File: src/rtl/parity_tx_pkg.sv
// Shared types and line levels for the parity serial transmitter.
package parity_tx_pkg;
    typedef enum logic [2:0] {IDLE, START, DATA, PARITY, STOP} tx_state_t;

    localparam logic LINE_IDLE = 1'b1;
    localparam logic START_BIT = 1'b0;
    localparam logic STOP_BIT  = 1'b1;
endpackage

File: src/rtl/parity_serial_tx_bit_timer.sv
// Per-bit cycle counter: pulses bit_end on the last clock of each serial bit.
module bit_timer #(
    parameter int CLKS_PER_BIT = 16
) (
    input  logic clk,
    input  logic rst,
    input  logic clear,
    input  logic run,
    output logic bit_end,
    output logic bit_pre_end
);
    localparam int CW = $clog2(CLKS_PER_BIT);
    localparam logic [CW-1:0] LAST = CW'(CLKS_PER_BIT - 1);
    localparam logic [CW-1:0] PRE  = CW'(CLKS_PER_BIT - 2);

    logic [CW-1:0] cnt;

    always_ff @(posedge clk) begin
        if (rst || clear)
            cnt <= '0;
        else if (run)
            cnt <= (cnt == LAST) ? '0 : cnt + 1'b1;
    end

    assign bit_end     = run && (cnt == LAST);
    // One cycle early so registered outputs can line up with the bit's last cycle.
    assign bit_pre_end = run && (cnt == PRE);
endmodule

File: src/rtl/parity_serial_tx.sv
// Frames a parallel word as start, data (LSB first), parity, stop on a serial line.
module parity_serial_tx
    import parity_tx_pkg::*;
#(
    parameter int DATA_W       = 8,
    parameter int CLKS_PER_BIT = 16
) (
    input  logic              clk,
    input  logic              rst,
    input  logic [DATA_W-1:0] data_in,
    input  logic              data_valid,
    input  logic              odd_en,
    output logic              data_ready,
    output logic              tx_out,
    output logic              busy,
    output logic              frame_done
);
    localparam int IW = $clog2(DATA_W);
    localparam logic [IW-1:0] LAST_IDX = IW'(DATA_W - 1);

    tx_state_t         state, state_n;
    logic [DATA_W-1:0] shreg, shreg_n;
    logic [IW-1:0]     idx, idx_n;
    logic              par, par_n;
    logic              tx_n, busy_n, done_n;
    logic              accept, run, bit_end, bit_pre_end;

    assign data_ready = (state == IDLE) && !rst;
    assign accept     = data_valid && data_ready;
    assign run        = (state != IDLE);

    bit_timer #(.CLKS_PER_BIT(CLKS_PER_BIT)) u_timer (
        .clk         (clk),
        .rst         (rst),
        .clear       (accept),
        .run         (run),
        .bit_end     (bit_end),
        .bit_pre_end (bit_pre_end)
    );

    always_comb begin
        state_n = state;
        shreg_n = shreg;
        idx_n   = idx;
        par_n   = par;
        case (state)
            IDLE: if (accept) begin
                state_n = START;
                shreg_n = data_in;
                idx_n   = '0;
                par_n   = odd_en ? ~^data_in : ^data_in;
            end
            START:  if (bit_end) state_n = DATA;
            DATA: if (bit_end) begin
                if (idx == LAST_IDX) begin
                    state_n = PARITY;
                end else begin
                    shreg_n = shreg >> 1;
                    idx_n   = idx + 1'b1;
                end
            end
            PARITY: if (bit_end) state_n = STOP;
            STOP:   if (bit_end) state_n = IDLE;
            default: state_n = IDLE;
        endcase

        // Outputs are registered from next-state values so the line changes on the edge.
        case (state_n)
            START:   tx_n = START_BIT;
            DATA:    tx_n = shreg_n[0];
            PARITY:  tx_n = par_n;
            STOP:    tx_n = STOP_BIT;
            default: tx_n = LINE_IDLE;
        endcase
        busy_n = (state_n != IDLE);
        done_n = (state == STOP) && bit_pre_end;
    end

    always_ff @(posedge clk) begin
        if (rst) begin
            state      <= IDLE;
            shreg      <= '0;
            idx        <= '0;
            par        <= 1'b0;
            tx_out     <= LINE_IDLE;
            busy       <= 1'b0;
            frame_done <= 1'b0;
        end else begin
            state      <= state_n;
            shreg      <= shreg_n;
            idx        <= idx_n;
            par        <= par_n;
            tx_out     <= tx_n;
            busy       <= busy_n;
            frame_done <= done_n;
        end
    end
endmodule

File: config.mk
export PLATFORM = sky130hd
export DESIGN_NAME = parity_serial_tx
export DESIGN_NICKNAME = d
export VERILOG_FILES = /design/src/rtl/parity_tx_pkg.sv /design/src/rtl/parity_serial_tx_bit_timer.sv /design/src/rtl/parity_serial_tx.sv
export SDC_FILE = /design/constraint.sdc
export NUM_CORES = 1
export LEC_CHECK = 0
export ABC_AREA = 1
export BUFFER_PORTS_ARGS = -buffer_cell sky130_fd_sc_hd__buf_2
export CAP_MARGIN = 20
export CORE_MARGIN = 1
export CORE_UTILIZATION = 56
export DETAILED_ROUTE_END_ITERATION = 16
export PLACE_DENSITY = 0.78
export SETUP_SLACK_MARGIN = 0.2
export SYNTH_ARGS = -nofsm -noshare
export SYNTH_HDL_FRONTEND = slang
export SYNTH_SLANG_ARGS = --single-unit
File: constraint.sdc
create_clock -name clk -period 1.6 [get_ports clk]
set_input_delay 0.16 -clock clk [delete_from_list [all_inputs] [get_ports clk]]
set_output_delay 0.16 -clock clk [all_outputs]
set_load 0.02 [all_outputs]
==> results.md, run 1 <==
* Initial DRT Pass Iterations at 4
* Max Clock Skew at 0.00290 ns
* Post-Synth Adder-Cell Area at 3.86%
* RSZ-0062 raised after global routing: true
* Number of I/O pins at 16
* Ant diodes at 0
* Die width at 50.1 um
* Max-capacitance violation count at 0
* Maximum root-to-sink buffer count at 2
* Vias per cell at 5.07
* Leakage at 0.000774 uW
* Cell Rows at 17
* Slew HR at 74.0%
* Yosys reg bits at 22
* Final-report hold violation count at 0
* Synth cell types at 28
* DRT iter0 DRCs at 23
* Port bufs at 15
* Largest family of logic cells by synthesized area: simple AND/OR/NAND/NOR gates
* Htree depth at 1
* GP Congestion at 0.855
* Tmin final at 1.39 ns
* Largest cells by area after synthesis: dfxtp_1 (34%), nand2_1 (18%), inv_1 (7.2%)
* Clk slew on worst S/H paths at 0.11 ns
* Outcome: finished, final reports clean
* Crit-path max FO at 10
* Area leader, netlist: dfxtp_1
* Synth top area share at 34.0%
* Slew Viols, Final at 0
* CP Launch Type: flop
* Worst EP required at 1.80 ns
* Post-Synth XOR/XNOR Area at 0%
* Synth Net Count at 208
* DR WL/cell at 10.8 um
* DRC viols at 0
* CP Capture Type: flop
* Post-synthesis simple-gate area fraction at 39.8%
* First-pass GRT wire length at 4670 um
* DRT Wirelength at 2610 um
* Num Clock Sinks at 22
* Placed Instances at 234
* Tot GR Track Use at 24.1%
* Clock Power Share at 22.8%
* Initial Utilization at 59.1%
* Clk_lat worst skew at 0.30 ns
* Switching share of total power at 28.6%
* Die area at 2510 um2
* Pwr/cell area at 682 nW/um2
* CTS Hold Buffers Added at 0
* Post-Layout Cell Count at 241
* Yosys warnings at 0
* Largest net degree at the start of global routing at 16
* Core area at 2190 um2
* Final TNS setup at 0 ns
* Tcrit/Tclk final at 86.7%
* Peak VDD IR at 0.686 mV
* Int Pwr at 742 uW
* Hold Crit Class: input port to flop
* Compound-gate portion of the synthesized area at 12.4%
* Sw Pwr at 297 uW
* CTS tree: yes
* Mux contribution to synthesized area at 0%
* Vias in the first global route at 1104
* Mapped Area at 1290 um2
* Post-Syn Area per Cell at 6.74 um2
* Total CTS buffers at 3
* Crit path kind: flop to flop
* Register area share after synthesis at 34.0%
* ANT nets after route at 0
* Seq pwr share at 56.6%
* Die height at 50.1 um
* Synth Instances at 192
* Maximum clock rate at 721 MHz
* Root buffer cell: clkbuf_4
* DR vias at 1221
* WP data arrival at 1.59 ns
* Final setup violation count at 0
* Slew @ Worst Pin at 0.389 ns
* Gr ovfl total at 0
* Final hold slack at 0.139 ns
* Area growth from synthesis to layout at 17.6%
* Antenna violations before repair at 0
* Power Total at 1040 uW
* Final nets at 231
* HPWL Detailed at 1930 um
* Layout cells sized above 1 at 27.2%
* Combinational power share at 20.6%
==> per-layer routing <==
layer	up-vias	global-route usage [%]	share of wire (%)
li1	648	-	-
met1	549	30.6	47
met2	20	40.7	49
met3	4	5.56	2.8
met4	0	5.71	1.2
met5	-	0	0
==> cell families after synthesis <==
logic type	count (synthesis)
buf+inv	32
simple gates	107
fa+ha+maj	4
flops	22
compound gates	27
==> through the flow <==
step | worst slack, ns | instance area (um2) | utilization (%)
after global routing | 0.116 | 1520 | 69.5
after global placement | 0.145 | 1400 | 64.1
after floorplan | 0.213 | 1290 | -
final | 0.212 | 1520 | 69.5
after CTS | 0.200 | 1480 | 67.5
after detailed placement | 0.0945 | 1400 | 64.1
==> flip-flops by register name, indices dropped and copies added (netlist names) <==
register,flops
shreg,8
u_timer.cnt,4
idx,3
state,3
busy,1
frame_done,1
par,1
tx_out,1
==> synth_stat cells <==
| cell type | count |
|---|---|
| nand3_2 | 2 |
| nor3_2 | 1 |
| nor2_1 | 16 |
| a21oi_1 | 10 |
| inv_6 | 1 |
| clkbuf_1 | 1 |
| nand3b_1 | 1 |
| o2111ai_1 | 1 |
| nor2_2 | 1 |
| ha_1 | 4 |
| clkbuf_2 | 1 |
| a31oi_1 | 5 |
| nand3_1 | 10 |
| inv_1 | 25 |
| a22oi_1 | 3 |
| nand2_4 | 5 |
| dfxtp_1 | 22 |
| nand2_1 | 61 |
| inv_2 | 3 |
| nor3_1 | 1 |
| inv_4 | 1 |
| or2_2 | 1 |
| nand2_2 | 4 |
| o211a_1 | 1 |
| a211oi_1 | 1 |
| or2_1 | 1 |
| nor2_4 | 3 |
| o21ai_0 | 6 |
==> cell usage in the layout (no fill, tap or decap) <==
cell type / Yosys / routed
nand2_1: 61 / 60
inv_1: 25 / 23
nor2_1: 16 / 16
dfxtp_1: 22 / 16
buf_2: 0 / 14
nand3_1: 10 / 9
a21oi_1: 10 / 9
o21ai_0: 6 / 6
nand2_4: 5 / 5
nand2_2: 4 / 5
a31oi_1: 5 / 5
dfxtp_2: 0 / 5
buf_4: 0 / 5
nor2_4: 3 / 4
inv_2: 3 / 3
inv_4: 1 / 3
a22oi_1: 3 / 3
clkbuf_4: 0 / 3
nand3_2: 2 / 2
ha_1: 4 / 2
nor3_1: 1 / 1
nand3_4: 0 / 1
inv_6: 1 / 1
a21oi_2: 0 / 1
or2_1: 1 / 1
a211oi_1: 1 / 1
o211a_1: 1 / 1
or2_2: 1 / 1
o2111ai_1: 1 / 1
nor3_4: 0 / 1
nand3b_1: 1 / 1
ha_4: 0 / 1
ha_2: 0 / 1
buf_6: 0 / 1
dfxtp_4: 0 / 1
==> area by class of cell <==
| cell class | count | area, um2 |
|---|---|---|
| multi-input combinational | 138 | 771 |
| fill | 184 | 668 |
| sequential | 22 | 450 |
| inverter | 30 | 125 |
| timing repair buffer | 20 | 119 |
| tap | 28 | 35.0 |
| clock buffer | 3 | 22.5 |
==> worst paths after layout <==
| path | start | endpoint | slack (ns) | cells after the start |
|---|---|---|---|---|
| max | idx[0] | tx_out | 0.21 | 10 |
| min reg2reg | shreg[7] | shreg[7] | 0.47 | 2 |
| min | data_in[7] | shreg[7] | 0.14 | 3 |
| max reg2reg | idx[0] | tx_out | 0.21 | 10 |
==> power groups by stage <==
stage | logic [uW] | clock network [uW] | registers [uW]
detailed placement | 197 | 0 | 599
global route | 244 | 262 | 591
floorplan | 137 | 0 | 600
CTS | 204 | 248 | 589
global placement | 188 | 0 | 597
finish | 214 | 236 | 588
==> worst max-delay path, cell delays in order (launching register included) <==
cell	delay [ns]
dfxtp_2	0.34
ha_1	0.19
ha_2	0.18
inv_4	0.07
nand3_4	0.08
nand2_4	0.11
inv_6	0.06
nand2_4	0.06
nand3_2	0.05
nand3b_1	0.07
nand3_1	0.07
==> timing repair <==
item	CTS	global route
endpoints found under the setup margin	8	8
resized for setup	11	11
buffers inserted	2	2
pin swaps	5	9
(Power assumes the default switching activity.)
==> run 2, diff against run 1 <==
Settings changed: CORE_ASPECT_RATIO from default to 0.75.
==> run 2 against run 1 <==
  * Sequential share of layout area is 2.3 points lower
  * First-iteration DRC count grew to 4.1 times the previous value
  * Flip-flop and latch count unchanged
  * Clock power rose by 82%
  * Global-route usage grew 3.1 points
  * Critical endpoint unchanged
  * Via count increased by 10%
  * Routed wire length up 30%
  * Power increased by 21%
==> results.md, run 2 (same netlist as run 1, synthesis figures left out) <==
* Area growth from synthesis to layout at 27.7% (was 17.6%)
* CP Capture Type: flop (unchanged)
* HPWL Detailed at 2060 um (was 1930 um)
* Pwr/cell area at 758 nW/um2 (was 682 nW/um2)
* Critical path cell sequence: nand2_2, nor2_4, buf_6, nand3_4, nand2_8, inv_8, nand2_4, nand3_2, nand3b_1, nand3_1 (was ha_1, ha_2, inv_4, nand3_4, nand2_4, inv_6, nand2_4, nand3_2, nand3b_1, nand3_1)
* ANT nets after route at 0 (unchanged)
* Vias in the first global route at 1148 (was 1104)
* WP data arrival at 1.71 ns (was 1.59 ns)
* Commonest non-fill, non-tap cell in the layout: nand2_1 (unchanged)
* GP Congestion at 0.792 (was 0.855)
* Final TNS setup at 0 ns (unchanged)
* Die area at 2510 um2 (about the same)
* Peak VDD IR at 0.655 mV (was 0.686 mV)
* Slowest CP cell: dfxtp_1 (was dfxtp_2)
* Worst stage delay on the critical path at 0.47 ns (was 0.34 ns)
* Num Clock Sinks at 22 (unchanged)
* Max-capacitance violation count at 0 (unchanged)
* Worst path bufs/invs at 2 (unchanged)
* Htree depth at 1 (unchanged)
* Total CTS buffers at 3 (unchanged)
* Initial DRT Pass Iterations at 4 (unchanged)
* Most frequent cells in the layout: nand2_1 (61), inv_1 (23), nor2_1 (16), dfxtp_1 (16), buf_2 (15) (was nand2_1 (60), inv_1 (23), nor2_1 (16), dfxtp_1 (16), buf_2 (14))
* Clk slew on worst S/H paths at 0.12 ns (was 0.11 ns)
* DRC viols at 0 (unchanged)
* Gr ovfl total at 0 (unchanged)
* Root buffer cell: clkbuf_4 (unchanged)
* RSZ-0062 raised after global routing: true (unchanged)
* Worst EP required at 1.82 ns (was 1.80 ns)
* Area of the multi-input gates at 811 um2 (was 771 um2)
* Outcome: finished, final reports clean (unchanged)
* Ant diodes at 0 (unchanged)
* Max Clock Skew at 0.00426 ns (was 0.00290 ns)
* Crit. Startpoint: u_timer.cnt[2] (was idx[0])
* Maximum root-to-sink buffer count at 2 (unchanged)
* Layout cells sized above 1 at 31.4% (was 27.2%)
* Cell Rows at 14 (was 17)
* Power Total at 1250 uW (was 1040 uW)
* First-pass GRT wire length at 5150 um (was 4670 um)
* Tcrit/Tclk final at 93.2% (was 86.7%)
* Tot GR Track Use at 27.2% (was 24.1%)
* Antenna violations before repair at 0 (unchanged)
* Vias per cell at 5.45 (was 5.07)
* Number of I/O pins at 16 (unchanged)
* DRT Wirelength at 3380 um (was 2610 um)
* Largest net degree at the start of global routing at 17 (was 16)
* Slew Viols, Final at 0 (unchanged)
* Initial Utilization at 62.1% (was 59.1%)
* Final-report hold violation count at 0 (unchanged)
* Maximum clock rate at 670 MHz (was 721 MHz)
* Core area at 2080 um2 (was 2190 um2)
* Port bufs at 15 (unchanged)
* Max reg flops at 8 (unchanged)
* Biggest regs: shreg x8, u_timer.cnt x4 (unchanged)
* Crit-path max FO at 5 (was 10)
* CTS tree: yes (unchanged)
* Worst R2R Setup Slack at 0.11 ns (was 0.21 ns)
* Clk_lat worst skew at 0.32 ns (was 0.30 ns)
* Final setup violation count at 0 (unchanged)
* Filler cells at 138 (was 184)
* Leakage at 0.000834 uW (was 0.000774 uW)
* DRT iter0 DRCs at 94 (was 23)
* Critical R2R Launch: u_timer.cnt[2] (was idx[0])
* Die width at 57.5 um (was 50.1 um)
* Largest Register: shreg (unchanged)
* Hold path start: data_in[7] (unchanged)
* Storage cell area at 450 um2 (unchanged)
* Slew HR at 77.6% (was 74.0%)
* DR WL/cell at 13.7 um (was 10.8 um)
* Crit path kind: flop to flop (unchanged)
* Slew @ Worst Pin at 0.336 ns (was 0.389 ns)
* Hold Crit Class: input port to flop (unchanged)
* Die height at 43.6 um (was 50.1 um)
* DR vias at 1347 (was 1221)
* CP delay by family, top: simple AND/OR/NAND/NOR gates (unchanged)
* CP Launch Type: flop (unchanged)
* Tmin final at 1.49 ns (was 1.39 ns)
* Final nets at 240 (was 231)
==> run 2: path summary, 6_finish.rpt <==
path / end / cells past startpoint
max: tx_out / 10
min reg2reg: shreg[7] / 2
min: shreg[7] / 3
max reg2reg: tx_out / 10
==> run 2: per-stage QoR <==
| stage | setup slack, ns | cells | util, % | instance area [um2] | hold WS (ns) |
|---|---|---|---|---|---|
| floorplan | 0.213 | 192 | - | 1290 | 0.307 |
| global placement | 0.149 | 229 | 66.7 | 1390 | 0.444 |
| detailed placement | 0.0463 | 229 | 66.7 | 1390 | 0.455 |
| CTS | 0.169 | 240 | 74.1 | 1550 | 0.0945 |
| global route | 0.0845 | 247 | 79.4 | 1650 | 0.119 |
| finish | 0.108 | 247 | 79.4 | 1650 | 0.106 |
==> run 2: what timing repair did <==
action	CTS	global route
pin swaps	4	10
hold buffers	0	0
cloned	0	1
gates resized for setup	14	16
endpoints found under the setup margin	14	14
buffers inserted	7	6
==> run 2: power breakdown <==
part | internal [uW] | switching [uW] | leakage (uW)
clock network | 254 | 175 | 0.0000279
logic | 90.7 | 146 | 0.000624
registers | 572 | 17.6 | 0.000182
==> run 2: metal layers <==
metal | GRT usage [%] | wire length, um | part of all wire [%] | up-vias
met3 | 6.57 | 267 | 7.9 | 11
met5 | 0 | 0 | 0 | -
met2 | 42.1 | 1540 | 46 | 59
li1 | - | - | - | 669
met4 | 9.76 | 101 | 3.0 | 0
met1 | 37.2 | 1470 | 44 | 608
==> run 2: layout make-up <==
| type | count | area share (%) |
|---|---|---|
| multi-input combinational | 138 | 49.0 |
| timing repair buffer | 28 | 10.7 |
| timing repair inverter | 1 | 0.378 |
| inverter | 30 | 7.72 |
| sequential | 22 | 27.2 |
| clock buffer | 3 | 1.36 |
| clock inverter | 1 | 1.82 |
| tap | 24 | 1.82 |
==> run 2: tightest hold or removal path: cells and delay by family <==
kind                   cells  cell delay (ns)
AOI/OAI and AO/OA          1             0.05
buffers and inverters      1             0.12
and+or+nand+nor            1             0.06
==> run 3, diff against run 2 <==
Settings changed: CORE_UTILIZATION 56 to 55, SYNTH_HIERARCHICAL from default to 1.
==> run 3 against run 2 <==
  * Critical path depth stayed put
  * Die area is 4.3% lower
  * Power is 16% lower
  * Worst hold slack worse by 0.010 ns
  * Flip-flop and latch count stayed put
==> results.md, run 3 <==
* Placed cell areas at 1340 um2 (was 1390 um2)
* Max-capacitance violation count at 0 (unchanged)
* HPWL Detailed at 1980 um (was 2060 um)
* DRT iter0 DRCs at 61 (was 94)
* Largest Register: shreg (unchanged)
* Most frequent cells in the layout: nand2_1 (54), nor2_1 (18), inv_1 (16), dfxtp_1 (16), buf_2 (14) (was nand2_1 (61), inv_1 (23), nor2_1 (16), dfxtp_1 (16), buf_2 (15))
* Outcome: finished, final reports clean (unchanged)
* DRC viols at 0 (unchanged)
* Initial Utilization at 59.3% (was 62.1%)
* CP Capture Type: flop (unchanged)
* Final nets at 218 (was 240)
* Ant diodes at 0 (unchanged)
* Largest net degree at the start of global routing at 20 (was 17)
* Hold Crit Class: input port to flop (unchanged)
* Maximum clock rate at 656 MHz (was 670 MHz)
* ANT nets after route at 0 (unchanged)
* Register area share after synthesis at 36.3% (was 34.0%)
* Slew @ Worst Pin at 0.242 ns (was 0.336 ns)
* Slew HR at 83.8% (was 77.6%)
* Die area at 2400 um2 (was 2510 um2)
* Commonest cells post-synth: nand2_1 (56), dfxtp_1 (22), nor2_1 (19), inv_1 (17), a21oi_1 (14) (was nand2_1 (61), inv_1 (25), dfxtp_1 (22), nor2_1 (16))
* Filler cells at 152 (was 138)
* Htree depth at 1 (unchanged)
* Tot GR Track Use at 24.3% (was 27.2%)
* Design Area, Final at 1530 um2 (was 1650 um2)
* Synth top area share at 36.3% (was 34.0%)
* Cell Rows at 14 (unchanged)
* Root buffer cell: clkbuf_4 (unchanged)
* Gr ovfl total at 0 (unchanged)
* Crit path kind: flop to flop (unchanged)
* DR vias at 1217 (was 1347)
* Core area at 2050 um2 (was 2080 um2)
* Tmin final at 1.52 ns (was 1.49 ns)
* Power Total at 1060 uW (was 1250 uW)
* Die width at 56.3 um (was 57.5 um)
* Ys flop type: dfxtp_1 (unchanged)
* Clk slew on worst S/H paths at 0.12 ns (about the same)
* Area growth from synthesis to layout at 26.0% (was 27.7%)
* Pwr/cell area at 692 nW/um2 (was 758 nW/um2)
* Number of I/O pins at 16 (unchanged)
* Storage cell area at 458 um2 (was 450 um2)
* Worst EP required at 1.85 ns (was 1.82 ns)
* Layout cells sized above 1 at 33.8% (was 31.4%)
* Antenna violations before repair at 0 (unchanged)
* Initial DRT Pass Iterations at 7 (was 4)
* Max reg flops at 8 (unchanged)
* DRT Wirelength at 2960 um (was 3380 um)
* GP Congestion at 0.803 (was 0.792)
* CTS tree: yes (unchanged)
* CP Launch Type: flop (unchanged)
* Asr flop ratio synth at 0% (unchanged)
* Final setup violation count at 0 (unchanged)
* Tcrit/Tclk final at 95.2% (was 93.2%)
* Crit-path max FO at 4 (was 5)
* Post-Syn Area per Cell at 6.86 um2 (was 6.74 um2)
* Final hold slack at 0.0962 ns (was 0.106 ns)
* Biggest regs: shreg x8, u_timer/cnt x4 (was shreg x8, u_timer.cnt x4)
* Clk_lat worst skew at 0.32 ns (about the same)
* Synth Instances at 177 (was 192)
* Commonest non-fill, non-tap cell in the layout: nand2_1 (unchanged)
* RSZ-0062 raised after global routing: true (unchanged)
* Vias in the first global route at 1041 (was 1148)
* Post-synth EDFFs at 0 (unchanged)
* Yosys warnings at 6 (was 0)
* Synth cell types at 24 (was 28)
* Most common cell in the netlist: nand2_1 (unchanged)
* Peak VDD IR at 0.631 mV (was 0.655 mV)
* Final-report hold violation count at 0 (unchanged)
* Maximum root-to-sink buffer count at 2 (unchanged)
* Leakage at 0.000692 uW (was 0.000834 uW)
* Yosys reg bits at 22 (unchanged)
* Largest cells by area after synthesis: dfxtp_1 (36%), nand2_1 (17%), nor2_1 (5.9%) (was dfxtp_1 (34%), nand2_1 (18%), inv_1 (7.2%))
* First-pass GRT wire length at 4420 um (was 5150 um)
* Max Clock Skew at 0.00589 ns (was 0.00426 ns)
* Mapped Area at 1210 um2 (was 1290 um2)
* Synth Net Count at 193 (was 208)
* Port bufs at 15 (unchanged)
* Total CTS buffers at 3 (unchanged)
* Area leader, netlist: dfxtp_1 (unchanged)
* WP data arrival at 1.77 ns (was 1.71 ns)
* Vias per cell at 5.41 (was 5.45)
* Num Clock Sinks at 22 (unchanged)
* Die height at 42.7 um (was 43.6 um)
* CTS Hold Buffers Added at 0 (unchanged)
* Slew Viols, Final at 0 (unchanged)
* Area of the multi-input gates at 749 um2 (was 811 um2)
* DR WL/cell at 13.1 um (was 13.7 um)
==> run 3: metrics by stage <==
step	setup slack [ns]	TNS [ns]	std cells	utilization, %
2_1_floorplan	0.0507	0	177	-
3_3_place_gp	0.0649	0	215	65.5
3_5_place_dp	0.00560	0	215	65.5
4_1_cts	0.0895	0	224	71.6
5_1_grt	-0.00730	-0.00730	225	74.7
6_report	0.0765	0	225	74.7
==> run 3: worst max-delay path, stage by stage (launching register included) <==
cell and delay [ns]:
dfxtp_4 0.38, ha_4 0.15, nand3_4 0.08, nor2_4 0.13, inv_2 0.05, nor3_4 0.15
inv_2 0.07, nand2_4 0.10, buf_6 0.13, nand3_4 0.06, a21oi_2 0.16
==> run 3: final timing paths <==
| kind | startpoint | end | slack, ns | cells after the start |
|---|---|---|---|---|
| worst min-delay path | data_in[7] | shreg[7] | 0.1 | 3 |
| worst max-delay path | u_timer/cnt[0] | idx[1] | 0.08 | 10 |
| worst min register to register | shreg[3] | shreg[3] | 0.48 | 2 |
| worst max register to register | u_timer/cnt[0] | idx[1] | 0.08 | 10 |
==> run 3: timing repair <==
action                                  CTS  global route
setup buffers                             5             1
pin swaps                                 4             1
cloned                                    0             0
endpoints found under the setup margin   14            20
gates resized for setup                  16            14
==> run 3: layer usage <==
layer,part of all wire (%),vias to the layer above,track usage [%]
met1,43,546,31.5
met5,0,-,0
met2,48,57,40.0
met3,6.8,6,6.71
met4,1.7,0,7.32
li1,-,608,-
==> run 3: layout make-up <==
type	count	area share [%]
Tap cell	24	1.96
Multi-Input combinational cell	128	49.0
Sequential cell	22	29.9
Timing Repair Buffer	25	10.7
Inverter	22	6.05
Clock buffer	4	2.37
==> run 3: power breakdown <==
group          total, uW  switching [uW]  leakage (uW)  internal [uW]
combinational        175             108      0.000488           67.2
clock                311             172     0.0000210            139
sequential           572            11.4      0.000183            561
total               1060             291      0.000692            767
==> run 3: cell families after synthesis <==
family / Yosys count / share of synthesized area [%]
xor+xnor: 2 / 1.44
buf+inv: 27 / 10.3
fa+ha+maj: 4 / 4.12
flops: 22 / 36.3
simple gates: 96 / 35.4
compound gates: 26 / 12.5
